==> src/rtl/ifu_fetch.sv <==
// ============================================================================
// Module   : ifu_fetch
// Brief    : Single-beat instruction fetch stage between core PC and imem port.
// Revision : 1.0 - initial release
// ============================================================================
`default_nettype none

module ifu_fetch #(
   parameter int          TIMEOUT  = 16,
   parameter logic [31:0] ERR_INST = 32'h00100073,
   parameter int          CNT_W    = 32
) (
   input  logic             clk,
   input  logic             reset,
   input  logic [31:0]      pc_in,
   input  logic             pc_valid,
   input  logic             flush,
   output logic [31:0]      inst_out,
   output logic [31:0]      inst_pc,
   output logic             inst_valid,
   input  logic             inst_ready,
   output logic             imem_req_valid,
   input  logic             imem_req_ready,
   output logic [31:0]      imem_addr,
   input  logic             imem_rsp_valid,
   input  logic [31:0]      imem_rsp_data,
   input  logic             imem_rsp_err,
   output logic             fetch_err,
   output logic [1:0]       err_code,
   output logic [CNT_W-1:0] fetch_cnt
);

   localparam int                 c_timer_w  = (TIMEOUT > 2) ? $clog2(TIMEOUT) : 1;
   localparam logic [c_timer_w-1:0] c_timer_max = c_timer_w'(TIMEOUT - 1);

   typedef enum logic [2:0] {
      S_IDLE = 3'd0,
      S_REQ  = 3'd1,
      S_WAIT = 3'd2,
      S_DROP = 3'd3,
      S_HOLD = 3'd4,
      S_ERR  = 3'd5
   } state_t;

   state_t               r_state;
   logic [31:0]          r_addr;
   logic [31:0]          r_data;
   logic [1:0]           r_err_code;
   logic [c_timer_w-1:0] r_timer;
   logic [CNT_W-1:0]     r_fetch_cnt;

   always_ff @(posedge clk or negedge reset) begin
      if (!reset) begin
         r_state     <= S_IDLE;
         r_addr      <= '0;
         r_data      <= '0;
         r_err_code  <= 2'd0;
         r_timer     <= '0;
         r_fetch_cnt <= '0;
      end else begin
         case (r_state)
            // HOLD shares the IDLE dispatch once its word is accepted
            S_IDLE, S_HOLD: begin
               if (r_state == S_HOLD && flush) begin
                  r_state <= S_IDLE;
               end else if (r_state == S_IDLE || inst_ready) begin
                  if (r_state == S_HOLD)
                     r_fetch_cnt <= r_fetch_cnt + CNT_W'(1);
                  if (pc_valid) begin
                     r_addr <= pc_in;
                     if (pc_in[1:0] != 2'b00) begin
                        r_state    <= S_ERR;
                        r_err_code <= 2'd1;
                     end else begin
                        r_state <= S_REQ;
                     end
                  end else begin
                     r_state <= S_IDLE;
                  end
               end
            end
            S_REQ: begin
               if (flush) begin
                  r_state <= S_IDLE;
               end else if (imem_req_ready) begin
                  r_state <= S_WAIT;
                  r_timer <= '0;
               end
            end
            S_WAIT: begin
               if (imem_rsp_valid && flush) begin
                  r_state <= S_IDLE;
               end else if (imem_rsp_valid && !imem_rsp_err) begin
                  r_data  <= imem_rsp_data;
                  r_state <= S_HOLD;
               end else if (imem_rsp_valid) begin
                  r_state    <= S_ERR;
                  r_err_code <= 2'd2;
               end else if (flush) begin
                  r_state <= S_DROP;
               end else if (r_timer == c_timer_max) begin
                  r_state    <= S_ERR;
                  r_err_code <= 2'd3;
               end else begin
                  r_timer <= r_timer + c_timer_w'(1);
               end
            end
            S_DROP: begin
               if (imem_rsp_valid)
                  r_state <= S_IDLE;
            end
            S_ERR: begin
               if (inst_ready || flush) begin
                  r_state    <= S_IDLE;
                  r_err_code <= 2'd0;
               end
            end
            default: r_state <= S_IDLE;
         endcase
      end
   end

   assign imem_req_valid = (r_state == S_REQ);
   assign imem_addr      = (r_state == S_REQ) ? r_addr : 32'd0;
   assign inst_valid     = (r_state == S_HOLD) || (r_state == S_ERR);
   assign inst_out       = (r_state == S_ERR)  ? ERR_INST :
                           (r_state == S_HOLD) ? r_data   : 32'd0;
   assign inst_pc        = inst_valid ? r_addr : 32'd0;
   assign fetch_err      = (r_state == S_ERR);
   assign err_code       = r_err_code;
   assign fetch_cnt      = r_fetch_cnt;

endmodule

`default_nettype wire

==> config.mk <==
export PLATFORM = sky130hd
export DESIGN_NAME = ifu_fetch
export DESIGN_NICKNAME = d
export VERILOG_FILES = /design/src/rtl/ifu_fetch.sv
export SDC_FILE = /design/constraint.sdc
export NUM_CORES = 1
export LEC_CHECK = 0
export BUFFER_PORTS_ARGS = -buffer_cell sky130_fd_sc_hd__clkbuf_2
export CORE_MARGIN = 4
export CORE_UTILIZATION = 44
export CTS_CLUSTER_DIAMETER = 60
export DETAILED_ROUTE_END_ITERATION = 8
export PLACE_DENSITY_LB_ADDON = 0.05
export SETUP_SLACK_MARGIN = 0.02
export SKIP_LAST_GASP = 1
export SLEW_MARGIN = 30
export SYNTH_ARGS = -nofsm -noshare
export SYNTH_HDL_FRONTEND = slang
export SYNTH_SLANG_ARGS = --single-unit
export TNS_END_PERCENT = 30
==> constraint.sdc <==
create_clock -name clk -period 1.8 [get_ports clk]
set_clock_uncertainty 0.1 [all_clocks]
set_input_delay 0.09 -clock clk [delete_from_list [all_inputs] [get_ports clk]]
set_output_delay 0.09 -clock clk [all_outputs]
set_load 0.03 [all_outputs]
# Word-level counts from Yosys, hierarchy flattened
# Cells that the tools add are included.
[classes] addsub=2 n_eq_ne=24 muxes=37 bitwise_logic=2 n_reduce_logical=18
[op_table] cell="2-to-1 mux 32 bit" n=4
[op_table] cell="2-to-1 mux 3 bit" n=13
[op_table] cell="adder 32 x 1 -> 32 bit (second input constant)" n=1
[op_table] cell="2-to-1 mux 4 bit" n=7
[op_table] cell="!= test 2 bit (second input constant)" n=11
[op_table] cell="2-to-1 mux 2 bit" n=10
[op_table] cell="one-hot mux 3 bit (5 select lines)" n=1
[op_table] cell="AND reduction 10 bit" n=1
[op_table] cell="!= test 3 bit (second input constant)" n=3
[op_table] cell="one-hot mux 4 bit (2 select lines)" n=1
[op_table] cell="AND reduction 4 bit" n=2
[op_table] cell="AND reduction 8 bit" n=1
[op_table] cell="equality test 3 x 2 -> 1 bit (second input constant)" n=2
[op_table] cell="equality test 3 bit (second input constant)" n=2
[op_table] cell="!= test 6 bit (second input constant)" n=1
[op_table] cell="one-hot mux 2 bit (3 select lines)" n=1
[op_table] cell="AND reduction 5 bit" n=1
[op_table] cell="adder 4 x 1 -> 4 bit (second input constant)" n=1
[op_table] cell="equality test 4 bit (second input constant)" n=1
[op_table] cell="!= test 2 x 1 -> 1 bit (second input constant)" n=2
[op_table] cell="nonzero test 2 bit" n=2
[op_table] cell="equality test 3 x 1 -> 1 bit (second input constant)" n=1
[op_table] cell="logical AND 1 bit" n=3
[op_table] cell="zero test 3 bit" n=1
[op_table] cell="other kinds (7)" n=10
[word_totals] regBits=105 inputBits=72 output_inout_bits=133

# Logic depth before layout (Yosys ltp)
[logic_depth] ltp_word=7 depth_mapped=6 ltp_nobuf=6

# Worst setup path after synthesis
# No wires, ideal clock.
[synth_timing] path_kind="reg-to-reg" start="register r_fetch_cnt[4] (netlist: fetch_cnt[4])" end="register r_fetch_cnt[18] (netlist: fetch_cnt[18])" setup_time_ps=133 t_arrival_ps=1829 path_slack_ps=-262 stages_incl_launch_ff=6 path_buffers=0 period_less_slack_ps=2062 path_cell_list="dfrtp_1 > and4_1 > nand3_2 > nor4_2 > nand4_1 > xnor2_1"
[synth_between] elab_chain_len=1
[synth_rtl] item="start: declaration" line_no="50" text="logic [CNT_W-1:0] r_fetch_cnt;"
[synth_rtl] item="start signal: assignment" line_no="68" text="r_fetch_cnt <= r_fetch_cnt + CNT_W'(1);"
[synth_rtl] item="adder 32 x 1 -> 32 bit" line_no="68"
# No other way between the ends.
# A chain may end at the register's enable or synchronous reset.

# Final worst setup path
[layout_timing] start="register r_state[2]" end="output imem_addr[13]"
[layout_between] elab_chain_len=2
[layout_rtl] item="start: declaration" line_no="45" text="state_t r_state;"
[layout_rtl] item="start signal: assignment" line_no="54" text="r_state <= S_IDLE;"
[layout_rtl] item="start signal: assignment" line_no="65" text="r_state <= S_IDLE;"
[layout_rtl] item="start signal: assignment" line_no="72" text="r_state <= S_ERR;"
[layout_rtl] item="equality test 3 x 1 -> 1 bit" line_no="124" text="assign imem_addr = (r_state == S_REQ) ? r_addr : 32'd0;"
[layout_rtl] item="2-to-1 mux 32 bit" line_no="124"
[layout_rtl] item="end: declaration" line_no="24" text="output logic [31:0] imem_addr,"
# No other way between the ends.

==> impl_metrics.csv <==
group,metric,value,unit
finish,instances_no_fill,898,
clock_network,clk_pin_slew,0.07,ns
route,vias_per_cell,5.03,
die,core_area,11100,µm²
sta,tns,-9.37,ns
route,drt.antenna.violating_nets,0,
worst_setup_path,reg2reg_to,"fetch_cnt[29]$_DFFE_PN0P_",
sta,slew_headroom,0.701,
sta,slew_violations,0,
die,dieHeight,116,µm
global_routing,antenna_found_initial,0,
worst_setup_path,critPathRequiredTime,1.61,ns
logic_synthesis,synth_fa_ha_area_frac,0.00492,
placed_design,place_ws,-0.0501,ns
route,via_count,4517,
clock_network,cts_max_level,3,
logic_synthesis,ys_seq_area_frac,0.517,
sta,worst_pin_slew,0.448,ns
worst_setup_path,worstPathArrival,1.78,ns
pwr,p_int,7.70,mW
logic_synthesis,synth_warnings,0,
clock_network,cts_buffer_depth,2,
status,status,"finished with violations",
die,die_w,116,µm
hold_path,hold_class,"in -> reg",
sta,fin_ws,-0.171,ns
die,rows,38,
worst_setup_path,critPathMostFrequentCell,"buf_6",
logic_synthesis,ys.flop_type,"dfrtp_1",
logic_synthesis,synth_compound_area_frac,0.0342,
sta,period_needed,1.97,ns
worst_setup_path,cp-start-kind,"register",
logic_synthesis,yosysUniqueCellTypes,42,
finish,areaGrowthSynthToFinish,64.0,%
worst_setup_path,crit_chain,"buf_6, nand2b_4, nor2_4, buf_4, buf_12, and2_1, buf_6",
logic_synthesis,synthArstFlopShare,1.00,
logic_synthesis,yosys.area_share.simple,0.217,
logic_synthesis,synth-xor-area-share,0.0534,
worst_setup_path,crit_fanout,16,
pwr,seq_power_share,0.299,
status,failed_checks,"setup timing",
finish,post-route-util,0.753,
logic_synthesis,synth_top_family_by_area,"simple AND/OR/NAND/NOR gates",
pwr,combinationalPowerShare,0.557,
worst_setup_path,crit_path_end,"imem_addr[13]",
logic_synthesis,synth-seq-cells,105,
sta,hold_viol,0,
sta,rsz0062_at_grt,"true",
logic_synthesis,synth_fp_nets,516,
finish,layout-drive-gt1-share,0.540,
worst_setup_path,cpMaxStageDelayCell,"dfrtp_2",
logic_synthesis,synthesis.instances,442,
worst_setup_path,r2r_slack,-0.08,ns
route,drt_iter0_drc,185,
global_routing,grt_max_degree,39,
logic_synthesis,netlist_area,5080,µm²
placed_design,placed_area,6510,µm²
pwr,finalPower,12.7,mW
worst_setup_path,r2r_start,"r_state[0]$_DFFE_PN0P_",
worst_setup_path,cp-startpoint,"r_state[2]$_DFFE_PN0P_",
clock_network,cts_made_buffers,9,
die,initial_utilization,0.459,
pwr,swShare,0.395,
placed_design,io_buffers,204,
pwr,ir_drop,1.21,mV
finish,seqCellArea,2640,µm²
route,drcViolationCount,0,
clock_network,cts.sinks,105,
placed_design,dp_cells,796,
worst_setup_path,crit_path_max_incr_delay,0.44,ns
pwr,power.leakage,4.10,nW
worst_setup_path,end_kind,"primary output",
global_routing,grt_pass1_wl,23000,µm
global_routing,grt_usage,0.220,
placed_design,dp_hpwl,9340,µm
finish,fin_nets,827,
finish,multi_input_area,2500,µm²
clock_network,root_buffer,"clkbuf_16",
finish,fill_cells,772,
die,die-area,13300,µm²
route,routed_wl,15200,µm
route,dr.pass1.iters,5,
worst_setup_path,reg2reg_depth,9,
placed_design,gp_routability_congestion,0.818,
finish,antenna_cells,0,
hold_path,whs_path_depth,4,
pwr,power_frac_clock,0.144,
worst_setup_path,criticalPathCategory,"reg -> out",
sta,max_freq,507,MHz
route,wire_per_inst,16.9,µm
logic_synthesis,synth_enable_flop_cells,0,
global_routing,grt_pass1_vias,4720,
global_routing,grt_overflow,0,
finish,finish.instance_area,8340,µm²
die,pin_count,205,
pwr,p_per_area,1530,nW/µm²
sta,period_share,1.10,
clock_network,cts_tree,"built",
clock_network,worstSkewPairLatency,0.35,ns
sta,hold_slack,0.0666,ns
logic_synthesis,synth.area.mux_share,0.150,
logic_synthesis,avgSynthCellArea,11.5,µm²
sta,setup_viol,140,
pwr,p_sw,5.02,mW
run,maxCapViolCount,0,
-- metal layers --
| layer | vias to the layer above | track usage | share of wire |
|---|---|---|---|
| met5 | - | 0 | 0 |
| met4 | 0 | 0.0829 | 0.022 |
| met3 | 31 | 0.0637 | 0.066 |
| met2 | 147 | 0.383 | 0.52 |
| met1 | 2222 | 0.257 | 0.39 |
| li1 | 2117 | - | - |
-- cells in the mapped netlist (2+ instances only) --
library cell | n | area, µm²
dfrtp_1 | 105 | 2630
and2_1 | 86 | 538
mux2_2 | 67 | 754
xnor2_1 | 25 | 219
nand3_1 | 19 | 95.1
nand2_1 | 16 | 60.1
clkbuf_1 | 14 | 52.6
nor2_1 | 12 | 45.0
and3_1 | 8 | 50.1
nand4_1 | 8 | 50.1
buf_2 | 7 | 35.0
a21oi_1 | 6 | 30.0
and2_2 | 6 | 45.0
o21a_1 | 6 | 45.0
o21ai_0 | 6 | 30.0
xor2_1 | 6 | 52.6
inv_1 | 5 | 18.8
nand2b_1 | 5 | 31.3
nor3_1 | 5 | 25.0
nor2b_1 | 4 | 25.0
a211oi_1 | 2 | 15.0
ha_1 | 2 | 25.0
o31ai_1 | 2 | 15.0
or3b_2 | 2 | 17.5
-- cell type report --
cell class / instances / share of cell area
clock buffer: 11 / 0.0291
clock inverter: 5 / 0.00375
inverter: 5 / 0.00225
multi-input combinational: 309 / 0.300
sequential: 105 / 0.317
tap: 140 / 0.0210
timing repair buffer: 323 / 0.327
-- worst min-delay path by stage --
stage	from	end	slack, ns
2_1_floorplan	reset	err_code[0]$_DFFE_PN0P_	-0.31
3_3_place_gp	reset	r_addr[24]$_DFFE_PN0P_	-0.03
3_5_place_dp	reset	r_addr[22]$_DFFE_PN0P_	-0.03
4_1_cts	imem_req_ready	r_timer[2]$_DFFE_PN0P_	0.004
5_1_grt	imem_req_ready	r_timer[2]$_DFFE_PN0P_	0.09
6_report	imem_req_ready	r_timer[2]$_DFFE_PN0P_	0.07
-- layout by cell type, fill, tap and decap left out, types with 19 or more instances in the layout --
cell,n
buf_4,40
buf_6,55
and2_1,53
xnor2_1,25
clkbuf_2,133
mux2_2,67
clkbuf_8,19
and2_4,35
dlygate4sd3_1,66
dfrtp_1,93
-- critical path: cells and delay by family, from the launching register on --
family | cells | cell delay, ns
flip-flops | 1 | 0.44
buffers and inverters | 4 | 0.56
AND/OR/NAND/NOR | 3 | 0.43
-- sequential cells by signal, summed over array words and instances (netlist names) --
name,count
fetch_cnt,32
r_addr,32
r_data,32
r_timer,4
r_state,3
err_code,2
-- power groups by stage --
stage	registers (mW)	logic [mW]	clock network (mW)
2_1_floorplan	3.68	3.67	0
3_3_place_gp	3.70	5.17	0
3_5_place_dp	3.77	5.26	0
4_1_cts	3.75	6.11	1.90
5_1_grt	3.91	7.50	1.97
6_report	3.80	7.09	1.83
-- kinds of logic (layout without fill, tap and decap cells) --
group,count (synthesis),count (layout)
fa+ha+maj,2,2
compound gates,27,27
flops,105,105
mux,68,68
buf+inv,28,344
simple gates,181,181
xor+xnor,31,31
-- what timing repair did --
item	4_1_cts	5_1_grt
pin swaps	15	14
endpoints found under the setup margin	162	200
gates resized for setup	98	178
endpoints found under the hold margin	134	0
gates cloned	3	4
buffers inserted	10	3
hold buffers	66	0
No activity file was read; power rests on OpenSTA's default activity.
